--- src/rtl/ps2_mouse_rx_pkg.sv ---
// Shared types and constants for the PS/2 mouse receiver.
// Frame FSM encoding, byte0 field positions and the cursor clamp helper.
package ps2_mouse_rx_pkg;

    typedef enum logic [1:0] {
        ST_IDLE,
        ST_DATA,
        ST_PARITY,
        ST_STOP
    } frame_st_e;

    localparam int PS2_FRAME_BITS = 11;

    localparam int ALIGN_BIT = 3;
    localparam int XSGN_BIT  = 4;
    localparam int YSGN_BIT  = 5;
    localparam int XOV_BIT   = 6;
    localparam int YOV_BIT   = 7;

    typedef struct packed {
        logic       yov;
        logic       xov;
        logic       ysgn;
        logic       xsgn;
        logic [2:0] btn;
    } hdr_t;

    function automatic logic [11:0] sext12(input logic [8:0] v);
        return {{3{v[8]}}, v};
    endfunction

    function automatic logic [9:0] clamp10(
        input logic signed [11:0] v,
        input logic        [9:0]  hi
    );
        if (v < 0) begin
            return '0;
        end else if (v > $signed({2'b00, hi})) begin
            return hi;
        end
        return v[9:0];
    endfunction

endpackage

--- src/rtl/ps2_mouse_rx_if.sv ---
// PS/2 line inputs and decoded mouse outputs.
// slave: the receiver; master: whoever drives the PS/2 lines and reads results.
interface ps2_mouse_rx_if;

    logic       PS2_CLK;
    logic       PS2_DATA;
    logic [2:0] BTN;
    logic [8:0] DX;
    logic [8:0] DY;
    logic [9:0] CURSOR_X;
    logic [9:0] CURSOR_Y;
    logic       PKT_VALID;
    logic       FRAME_ERR;

    modport slave (
        input  PS2_CLK,
        input  PS2_DATA,
        output BTN,
        output DX,
        output DY,
        output CURSOR_X,
        output CURSOR_Y,
        output PKT_VALID,
        output FRAME_ERR
    );

    modport master (
        output PS2_CLK,
        output PS2_DATA,
        input  BTN,
        input  DX,
        input  DY,
        input  CURSOR_X,
        input  CURSOR_Y,
        input  PKT_VALID,
        input  FRAME_ERR
    );

endinterface

--- src/rtl/ps2_mouse_rx_frame_rx.sv ---
// PS/2 frame deserialiser: line sync, clock glitch filter, falling-edge
// strobe, start/data/parity/stop FSM and inter-bit timeout.
module ps2_frame_rx
    import ps2_mouse_rx_pkg::*;
#(
    parameter int FILTER_LEN     = 8,
    parameter int TIMEOUT_CYCLES = 50000
) (
    input  logic       clk_i,
    input  logic       rst_i,
    input  logic       ps2_clk_i,
    input  logic       ps2_data_i,
    output logic [7:0] byte_o,
    output logic       byte_valid_o,
    output logic       frame_err_o
);

    localparam int FW = $clog2(FILTER_LEN + 1);
    localparam int TW = $clog2(TIMEOUT_CYCLES + 1);
    localparam logic [FW-1:0] FLT_TOP  = FW'(FILTER_LEN - 1);
    localparam logic [TW-1:0] TMO_TOP  = TW'(TIMEOUT_CYCLES - 1);
    localparam logic [2:0]    LAST_BIT = 3'(PS2_FRAME_BITS - 4);

    logic [1:0]    clk_sync_q;
    logic [1:0]    dat_sync_q;
    logic          filt_q;
    logic [FW-1:0] flt_cnt_q;
    logic          flip;
    logic          strobe;
    logic          din;

    frame_st_e     state_q;
    logic [7:0]    shift_q;
    logic [2:0]    bit_q;
    logic          par_ok_q;
    logic [TW-1:0] tmo_q;
    logic [7:0]    byte_q;
    logic          bv_q;
    logic          err_q;

    assign din    = dat_sync_q[1];
    assign flip   = (clk_sync_q[1] != filt_q) && (flt_cnt_q == FLT_TOP);
    assign strobe = flip && filt_q;

    always_ff @(posedge clk_i) begin
        if (rst_i) begin
            clk_sync_q <= 2'b11;
            dat_sync_q <= 2'b11;
        end else begin
            clk_sync_q <= {clk_sync_q[0], ps2_clk_i};
            dat_sync_q <= {dat_sync_q[0], ps2_data_i};
        end
    end

    // Filtered clock only follows the line after FILTER_LEN differing samples.
    always_ff @(posedge clk_i) begin
        if (rst_i) begin
            filt_q    <= 1'b1;
            flt_cnt_q <= '0;
        end else if (clk_sync_q[1] == filt_q) begin
            flt_cnt_q <= '0;
        end else if (flip) begin
            filt_q    <= ~filt_q;
            flt_cnt_q <= '0;
        end else begin
            flt_cnt_q <= flt_cnt_q + 1'b1;
        end
    end

    always_ff @(posedge clk_i) begin
        if (rst_i) begin
            state_q  <= ST_IDLE;
            shift_q  <= '0;
            bit_q    <= '0;
            par_ok_q <= 1'b0;
            tmo_q    <= '0;
            byte_q   <= '0;
            bv_q     <= 1'b0;
            err_q    <= 1'b0;
        end else begin
            bv_q  <= 1'b0;
            err_q <= 1'b0;
            if (state_q == ST_IDLE || strobe) begin
                tmo_q <= '0;
            end else begin
                tmo_q <= tmo_q + 1'b1;
            end
            if (state_q != ST_IDLE && !strobe && tmo_q == TMO_TOP) begin
                err_q   <= 1'b1;
                state_q <= ST_IDLE;
            end else if (strobe) begin
                unique case (state_q)
                    ST_IDLE: begin
                        if (din) begin
                            err_q <= 1'b1;
                        end else begin
                            state_q <= ST_DATA;
                            bit_q   <= '0;
                        end
                    end
                    ST_DATA: begin
                        shift_q <= {din, shift_q[7:1]};
                        bit_q   <= bit_q + 1'b1;
                        if (bit_q == LAST_BIT) begin
                            state_q <= ST_PARITY;
                        end
                    end
                    ST_PARITY: begin
                        par_ok_q <= ^{shift_q, din};
                        state_q  <= ST_STOP;
                    end
                    ST_STOP: begin
                        if (din && par_ok_q) begin
                            bv_q   <= 1'b1;
                            byte_q <= shift_q;
                        end else begin
                            err_q <= 1'b1;
                        end
                        state_q <= ST_IDLE;
                    end
                    default: state_q <= ST_IDLE;
                endcase
            end
        end
    end

    assign byte_o       = byte_q;
    assign byte_valid_o = bv_q;
    assign frame_err_o  = err_q;

endmodule

--- src/rtl/ps2_mouse_rx.sv ---
// PS/2 mouse receiver top: 3-byte stream packet assembly, deltas,
// and an absolute cursor clamped to the screen.
module ps2_mouse_rx
    import ps2_mouse_rx_pkg::*;
#(
    parameter int FILTER_LEN     = 8,
    parameter int TIMEOUT_CYCLES = 50000,
    parameter int X_MAX          = 639,
    parameter int Y_MAX          = 479
) (
    input  logic          CLK_50M,
    input  logic          RST,
    ps2_mouse_rx_if.slave bus
);

    localparam logic [9:0] XM     = 10'(X_MAX);
    localparam logic [9:0] YM     = 10'(Y_MAX);
    localparam logic [9:0] X_HOME = 10'(X_MAX / 2);
    localparam logic [9:0] Y_HOME = 10'(Y_MAX / 2);

    logic [7:0] rx_byte;
    logic       rx_valid;
    logic       rx_err;

    ps2_frame_rx #(
        .FILTER_LEN    (FILTER_LEN),
        .TIMEOUT_CYCLES(TIMEOUT_CYCLES)
    ) u_frame (
        .clk_i       (CLK_50M),
        .rst_i       (RST),
        .ps2_clk_i   (bus.PS2_CLK),
        .ps2_data_i  (bus.PS2_DATA),
        .byte_o      (rx_byte),
        .byte_valid_o(rx_valid),
        .frame_err_o (rx_err)
    );

    logic [1:0] idx_q;
    hdr_t       hdr_q;
    logic [7:0] x_q;
    logic [2:0] btn_q;
    logic [8:0] dx_q;
    logic [8:0] dy_q;
    logic [9:0] cx_q;
    logic [9:0] cy_q;
    logic       pkt_q;

    logic [8:0]        dx_d;
    logic [8:0]        dy_d;
    logic signed [11:0] cx_sum;
    logic signed [11:0] cy_sum;
    logic [9:0]        cx_d;
    logic [9:0]        cy_d;

    // Y byte is consumed straight off the deserialiser as it completes.
    always_comb begin
        dx_d   = hdr_q.xov ? '0 : {hdr_q.xsgn, x_q};
        dy_d   = hdr_q.yov ? '0 : {hdr_q.ysgn, rx_byte};
        cx_sum = $signed({2'b00, cx_q}) + $signed(sext12(dx_d));
        cy_sum = $signed({2'b00, cy_q}) - $signed(sext12(dy_d));
        cx_d   = clamp10(cx_sum, XM);
        cy_d   = clamp10(cy_sum, YM);
    end

    always_ff @(posedge CLK_50M) begin
        if (RST) begin
            idx_q <= '0;
            hdr_q <= '0;
            x_q   <= '0;
            btn_q <= '0;
            dx_q  <= '0;
            dy_q  <= '0;
            cx_q  <= X_HOME;
            cy_q  <= Y_HOME;
            pkt_q <= 1'b0;
        end else begin
            pkt_q <= 1'b0;
            if (rx_err) begin
                idx_q <= '0;
            end else if (rx_valid) begin
                unique case (idx_q)
                    2'd0: begin
                        if (rx_byte[ALIGN_BIT]) begin
                            hdr_q <= '{
                                yov:  rx_byte[YOV_BIT],
                                xov:  rx_byte[XOV_BIT],
                                ysgn: rx_byte[YSGN_BIT],
                                xsgn: rx_byte[XSGN_BIT],
                                btn:  rx_byte[2:0]
                            };
                            idx_q <= 2'd1;
                        end
                    end
                    2'd1: begin
                        x_q   <= rx_byte;
                        idx_q <= 2'd2;
                    end
                    2'd2: begin
                        btn_q <= hdr_q.btn;
                        dx_q  <= dx_d;
                        dy_q  <= dy_d;
                        cx_q  <= cx_d;
                        cy_q  <= cy_d;
                        pkt_q <= 1'b1;
                        idx_q <= 2'd0;
                    end
                    default: idx_q <= '0;
                endcase
            end
        end
    end

    assign bus.BTN       = btn_q;
    assign bus.DX        = dx_q;
    assign bus.DY        = dy_q;
    assign bus.CURSOR_X  = cx_q;
    assign bus.CURSOR_Y  = cy_q;
    assign bus.PKT_VALID = pkt_q;
    assign bus.FRAME_ERR = rx_err;

endmodule

--- src/flat_wrapper.sv ---
// flat-port wrapper written by rule: the top's interface ports become plain ports
module ps2_mouse_rx_flat import ps2_mouse_rx_pkg::*;
#(
    parameter int FILTER_LEN     = 8,
    parameter int TIMEOUT_CYCLES = 50000,
    parameter int X_MAX          = 639,
    parameter int Y_MAX          = 479
)
  (CLK_50M, RST, bus_PS2_CLK, bus_PS2_DATA, bus_BTN, bus_DX, bus_DY, bus_CURSOR_X, bus_CURSOR_Y, bus_PKT_VALID, bus_FRAME_ERR);
  ps2_mouse_rx_if bus_i ();
  input  logic CLK_50M;
  input  logic RST;
  input wire logic [$bits(bus_i.PS2_CLK)-1:0] bus_PS2_CLK;
  input wire logic [$bits(bus_i.PS2_DATA)-1:0] bus_PS2_DATA;
  output wire logic [$bits(bus_i.BTN)-1:0] bus_BTN;
  output wire logic [$bits(bus_i.DX)-1:0] bus_DX;
  output wire logic [$bits(bus_i.DY)-1:0] bus_DY;
  output wire logic [$bits(bus_i.CURSOR_X)-1:0] bus_CURSOR_X;
  output wire logic [$bits(bus_i.CURSOR_Y)-1:0] bus_CURSOR_Y;
  output wire logic [$bits(bus_i.PKT_VALID)-1:0] bus_PKT_VALID;
  output wire logic [$bits(bus_i.FRAME_ERR)-1:0] bus_FRAME_ERR;
  assign bus_i.PS2_CLK = bus_PS2_CLK;
  assign bus_i.PS2_DATA = bus_PS2_DATA;
  assign bus_BTN = bus_i.BTN;
  assign bus_DX = bus_i.DX;
  assign bus_DY = bus_i.DY;
  assign bus_CURSOR_X = bus_i.CURSOR_X;
  assign bus_CURSOR_Y = bus_i.CURSOR_Y;
  assign bus_PKT_VALID = bus_i.PKT_VALID;
  assign bus_FRAME_ERR = bus_i.FRAME_ERR;
  ps2_mouse_rx #(.FILTER_LEN(FILTER_LEN), .TIMEOUT_CYCLES(TIMEOUT_CYCLES), .X_MAX(X_MAX), .Y_MAX(Y_MAX)) u_core (.CLK_50M(CLK_50M), .RST(RST), .bus(bus_i));
endmodule
--- config.mk ---
export PLATFORM = sky130hd
export DESIGN_NAME = ps2_mouse_rx_flat
export DESIGN_NICKNAME = d
export VERILOG_FILES = /design/src/rtl/ps2_mouse_rx_pkg.sv /design/src/rtl/ps2_mouse_rx_if.sv /design/src/rtl/ps2_mouse_rx_frame_rx.sv /design/src/rtl/ps2_mouse_rx.sv /design/src/flat_wrapper.sv
export SDC_FILE = /design/constraint.sdc
export NUM_CORES = 1
export LEC_CHECK = 0
export ABC_AREA = 1
export CORE_MARGIN = 2
export CORE_UTILIZATION = 24
export CTS_BUF_LIST = sky130_fd_sc_hd__clkbuf_4
export CTS_CLUSTER_DIAMETER = 100
export CTS_CLUSTER_SIZE = 12
export DETAILED_ROUTE_END_ITERATION = 10
export SYNTH_ARGS = -nofsm -noshare
export SYNTH_HDL_FRONTEND = slang
export SYNTH_SLANG_ARGS = --single-unit
--- constraint.sdc ---
create_clock -name CLK_50M -period 4.2 [get_ports CLK_50M]
set_input_delay 1.05 -clock CLK_50M [delete_from_list [all_inputs] [get_ports CLK_50M]]
set_output_delay 1.05 -clock CLK_50M [all_outputs]
set_load 0.05 [all_outputs]
# --- After elaboration in Yosys (flattened, before gate mapping) ---
# Index checks and enable logic that the tools add are counted.
op_classes:
  n_addsub: 5
  order_cmp: 4
  eq_ne: 13
  n_mux: 26
  bitwise: 7
  n_reduce_logical: 28
op_table:
  columns: ["op", "count"]
  rows:
  - ["$mux W10", 6]
  - ["$lt A12 B1 Y1 const B", 2]
  - ["$mux W9", 2]
  - ["$add A16 B1 Y16 const B", 1]
  - ["$eq A16 B16 Y1 const B", 1]
  - ["$reduce_and A3 Y1", 5]
  - ["$add A11 B9 Y12", 1]
  - ["$gt A12 B10 Y1 const B", 1]
  - ["$gt A12 B11 Y1 const B", 1]
  - ["$reduce_and A4 Y1", 3]
  - ["$sub A11 B9 Y12", 1]
  - ["$mux W1", 10]
  - ["$reduce_xor A9 Y1", 1]
  - ["$pmux W2 S4", 1]
  - ["$not A1 Y1", 7]
  - ["$eq A2 B2 Y1 const B", 3]
  - ["$mux W2", 3]
  - ["$ne A2 B2 Y1 const B", 3]
  - ["$pmux W3 S2", 1]
  - ["$reduce_or A2 Y1", 3]
  - ["$reduce_or A3 Y1", 2]
  - ["$logic_and A1 B1 Y1", 5]
  - ["$add A4 B1 Y4 const B", 1]
  - ["$eq A2 B1 Y1 const B", 2]
  - ["14 further kinds", 17]
word_totals:
  regBits: 108
  out_inout_bits: 43
  wordCells: 108

# --- Depth between registers and ports, before layout ---
depth:
  depth_word: 8
  mapped_depth: 19
  ltp_nobuf: 19

# --- Modules after synthesis ---
# A second synthesis with hierarchy kept.
unflattened:
  cells_unflattened: 813
  area_unflattened_um2: 5831.8
modules_own_cells:
  columns: ["module", "instances", "cells_each", "area_each_um2", "seq_area_each_um2"]
  rows:
  - ["ps2_mouse_rx", 1, 527, 3577.2, 1181.1]
  - ["ps2_frame_rx", 1, 286, 2254.7, 980.9]

# --- Least setup slack after synthesis ---
# OpenSTA, ideal clock, no wires.
synth_timing:
  kind: "register -> register"
  startpoint: "register u_core.cx_q[0] (netlist: u_core.bus.CURSOR_X[0])"
  endpoint: "register u_core.cx_q[3] (netlist: u_core.bus.CURSOR_X[3])"
  setup_ps: 128
  arrival_ps: 2257
  path_slack_ps: 1815
  stages_incl_launch_ff: 16
  path_buffers: 0
  synth_period_minus_slack_ps: 2385
  cell_sequence: "dfxtp_1 -> ha_1 -> inv_1 -> fa_1 -> inv_1 -> nand3_1 -> nand2_1 -> nand3_1 -> nand2_1 -> nand2_1 -> nand2_1 -> nand2_2 -> nand2_4 -> nand2_4 -> nand3_2 -> o211ai_1"
synth_via:
  elab_chain_cells: 5
synth_rtl:
  columns: ["element", "line_no", "rtl"]
  rows:
  - ["start, declared", "ps2_mouse_rx.sv:44", "logic [9:0] cx_q;"]
  - ["start signal, assigned", "ps2_mouse_rx.sv:73", "cx_q <= X_HOME;"]
  - ["start signal, assigned", "ps2_mouse_rx.sv:102", "cx_q <= cx_d;"]
  - ["$add A11 B9 Y12 (*)", "ps2_mouse_rx.sv:59", "cx_sum = $signed({2'b00, cx_q}) + $signed(sext12(dx_d));"]
  - ["$gt A12 B11 Y1", "ps2_mouse_rx_pkg.sv:38", "end else if (v > $signed({2'b00, hi})) begin"]
  - ["$mux W1", "ps2_mouse_rx_pkg.sv:38", null]
  - ["$mux W1", "ps2_mouse_rx_pkg.sv:36", "if (v < 0) begin"]
  - ["$mux W10 (*)", "ps2_mouse_rx_pkg.sv:41", "return v[9:0];"]
# Every way passes the cells marked *; elsewhere a longest branch is shown, timed or not.
# A chain may end at the register's enable or synchronous reset.

# --- Worst setup path after layout ---
layout_timing:
  startpoint: "register u_core.cy_q[1] (netlist: u_core.bus.CURSOR_Y[1])"
  endpoint: "output bus_CURSOR_Y[1]"
layout_lines:
  columns: ["element", "line_no", "rtl"]
  rows:
  - ["start, declared", "ps2_mouse_rx.sv:45", "logic [9:0] cy_q;"]
  - ["start signal, assigned", "ps2_mouse_rx.sv:103", "cy_q <= cy_d;"]
  - ["end, declared", "flat_wrapper.sv:19", "output wire logic [$bits(bus_i.CURSOR_Y)-1:0] bus_CURSOR_Y;"]
# No word-level cell between the ends.

==> summary.md <==
| Metric | Value |
|---|---|
| Clock Skews | `0.0163 ns` |
| Pwr/cell area | `230 nW/µm²` |
| TNS Setup | `0 ns` |
| Multi-input combinational cell area | `3020 µm²` |
| Crit path buf inv count | `1` |
| DR top layer | `met4` |
| Setup slack after layout | `1.37 ns` |
| Commonest non-fill, non-tap cell in the layout | `nand2_1` |
| Routed WL | `13,400 µm` |
| Dpl cells | `1,136` |
| Vias in the first global route | `4,656` |
| Pin count of the biggest net entering global routing | `49` |
| Synthesized flop and latch total | `108` |
| Met2 wire length | `6200 µm` |
| Clk_lat worst skew | `0.47 ns` |
| Data required time of the critical path | `3.15 ns` |
| Pre-antenna DRT Iters | `5` |
| Avg Cell Area, Syn | `7.14 µm²` |
| Crit path max-delay cell type | `clkdlybuf4s50_1` |
| CP endpoint kind | `output port` |
| Max Clock Freq | `0.354 GHz` |
| Syn Inst Count | `792` |
| Final hold violation count | `0` |
| P&R area growth vs syn | `15.6%` |
| Critical Path, Cell by Cell | `clkdlybuf4s50_1` |
| First-pass GRT wire length | `22,500 µm` |
| Gpl congestion | `0.819` |
| Syn nets | `828` |
| Worst setup SP type | `flip-flop` |
| DR iter-0 viols | `240` |
| DIE AREA | `24,800 µm²` |
| Layout Nets | `864` |
| Tcrit/Tclk final | `67.4%` |
| Yosys cell types | `35` |
| Antenna Violating Nets Remaining | `0` |
| Hold buffers post-CTS | `0` |
| Fin. max-slew vios | `0` |
| Status | `finished clean` |
| Place WS | `1.44 ns` |
| Layout cells sized above 1 | `6.97%` |
| Floorplan row count | `56` |
| Setup violators final | `0` |
| Hold Crit Class | `flip-flop to flip-flop` |
| Sequential area share after synthesis | `38.2%` |
| Arr. time, crit path | `1.78 ns` |
| Commonest non-fill, non-tap cells in the layout | `154 x nand2_1, 108 x dfxtp_1, 96 x nor2_1, 95 x inv_1, 78 x a21oi_1` |
| Clk slew on worst S/H paths | `0.15 ns` |
| ANT cells | `0` |
| Port buffer count | `46` |
| Met3 WL | `542 µm` |
| Initial Utilization | `24.2%` |
| Post-DR vias/cell | `4.27` |
| Average wire per standard cell | `11.7 µm` |
| Die extent in x | `158 µm` |
| Final HPWL from detailed placement | `9940 µm` |
| Worst Path Max Fanout | `4` |
| Mapped Area | `5660 µm²` |
| RSZ-0062 raised after global routing | `false` |
| Max-cap check violation count | `0` |
| Die Y | `158 µm` |
| WS Path Type | `flip-flop to output port` |
| Root buf cell | `clkbuf_4` |
| Synth warnings | `0` |
| Slew HR | `23.6%` |
| Max rail drop VDD | `0.000130 V` |
| Total number of vias | `4,920` |
| CP max stage delay | `0.85 ns` |
| Leak pwr | `2.63 nW` |
| DRC | `0` |
| Final std cells w/o fill | `1,151` |
| Filler cell count in the final layout | `2,547` |
| Global Route Usage Sum | `11.3%` |
| Min Hold Slack | `0.428 ns` |
| Initial antenna violation count | `0` |
| Total I/O pin count | `47` |
| Cell family with most CP delay | `buffers and inverters` |
| Total gr overflow | `0` |
| Post CTS Setup Buffer Count | `0` |
| CTS Buffer Depth | `2` |
| CTS Buf Count | `9` |
| Reg area | `2160 µm²` |
| Core region area | `23,300 µm²` |
| Final Critical Period | `2.83 ns` |
| Post-CTS sizing | `0` |
| WL met1 | `6510 µm` |
| Least-Margin Pin Slew | `1.14 ns` |
| CTS tree | `yes` |
| Tot Pwr | `0.00150 W` |
| Clock Sinks | `108` |
| # H-tree levels | `3` |
synth_stat cells (all sizes together):
master / instances / area [µm²]
buf: 8 / 42.5
xor2: 12 / 105
o21ai: 55 / 279
nor3: 7 / 40.0
a211oi: 8 / 60.1
ha: 30 / 375
nand3: 58 / 325
a31oi: 2 / 12.5
a21oi: 81 / 417
nor2: 101 / 402
fa: 2 / 40.0
xnor2: 10 / 87.6
nand4: 8 / 65.1
inv: 100 / 375
dfxtp: 108 / 2160
o21bai: 2 / 15.0
nor4: 3 / 18.8
o211ai: 1 / 7.51
or2: 8 / 50.1
nor3b: 2 / 15.0
clkbuf: 16 / 60.1
nand3b: 3 / 22.5
nand2: 167 / 679
path summary, 6_finish.rpt:
| check | startpoint | endpoint | slack [ns] | cells after the start |
|---|---|---|---|---|
| worst max register to register | u_core.hdr_q[5] | u_core.bus.CURSOR_X[4] | 1.52 | 17 |
| worst max-delay path | u_core.bus.CURSOR_Y[1] | bus_CURSOR_Y[1] | 1.37 | 1 |
| worst min register to register | u_core.u_frame.clk_sync_q[0] | u_core.u_frame.clk_sync_q[1] | 0.43 | 1 |
| worst min-delay path | u_core.u_frame.clk_sync_q[0] | u_core.u_frame.clk_sync_q[1] | 0.43 | 1 |
flip-flops by register name, indices dropped and copies added, names as in the netlist:
name                         flops
u_core.bus.BTN                   3
u_core.bus.CURSOR_X             10
u_core.bus.CURSOR_Y             10
u_core.bus.DX                    9
u_core.bus.DY                    9
u_core.bus.PKT_VALID             1
u_core.hdr_q                     7
u_core.idx_q                     2
u_core.u_frame.bit_q             3
u_core.u_frame.byte_o            8
u_core.u_frame.byte_valid_o      1
u_core.u_frame.clk_sync_q        2
u_core.u_frame.dat_sync_q        2
u_core.u_frame.filt_q            1
u_core.u_frame.flt_cnt_q         4
u_core.u_frame.frame_err_o       1
u_core.u_frame.par_ok_q          1
u_core.u_frame.shift_q           8
u_core.u_frame.state_q           2
u_core.u_frame.tmo_q            16
u_core.x_q                       8
routing by layer:
metal,GRT usage (%),vias to the layer above
met1,14.8,2199
met3,2.53,15
met4,2.73,0
met2,18.7,76
met5,0,-
li1,-,2630
metrics by stage:
| step | util (%) | instance area, µm² |
|---|---|---|
| 2_1_floorplan | - | 5660 |
| 4_1_cts | 28.0 | 6540 |
| 3_5_place_dp | 27.6 | 6440 |
| 6_report | 28.0 | 6540 |
| 5_1_grt | 28.0 | 6540 |
| 3_3_place_gp | 27.6 | 6440 |
cell type report:
cell class | count | share of cell area, %
Clock buffer | 9 | 1.03
Multi-Input combinational cell | 560 | 46.2
Inverter | 100 | 5.74
Timing Repair Buffer | 49 | 7.38
Clock inverter | 6 | 0.459
Tap cell | 319 | 6.10
Sequential cell | 108 | 33.1
cells by family after synthesis:
kind of cell	share of synthesized area (%)
AOI/OAI and AO/OA	14.0
DFF	38.2
and+or+nand+nor	28.6
buffers and inverters	8.45
adders and majority gates	7.34
xor gates and xnor gates	3.41
power breakdown:
| part | internal [W] | total [W] | leakage, nW | switching (W) |
|---|---|---|---|---|
| Combinational | 0.00000695 | 0.0000222 | 1.70 | 0.0000153 |
| Sequential | 0.00103 | 0.00103 | 0.871 | 0.00000112 |
| Clock | 0.000114 | 0.000453 | 0.0585 | 0.000339 |
| Total | 0.00115 | 0.00150 | 2.63 | 0.000355 |
Power figures use the tool's default switching activity.
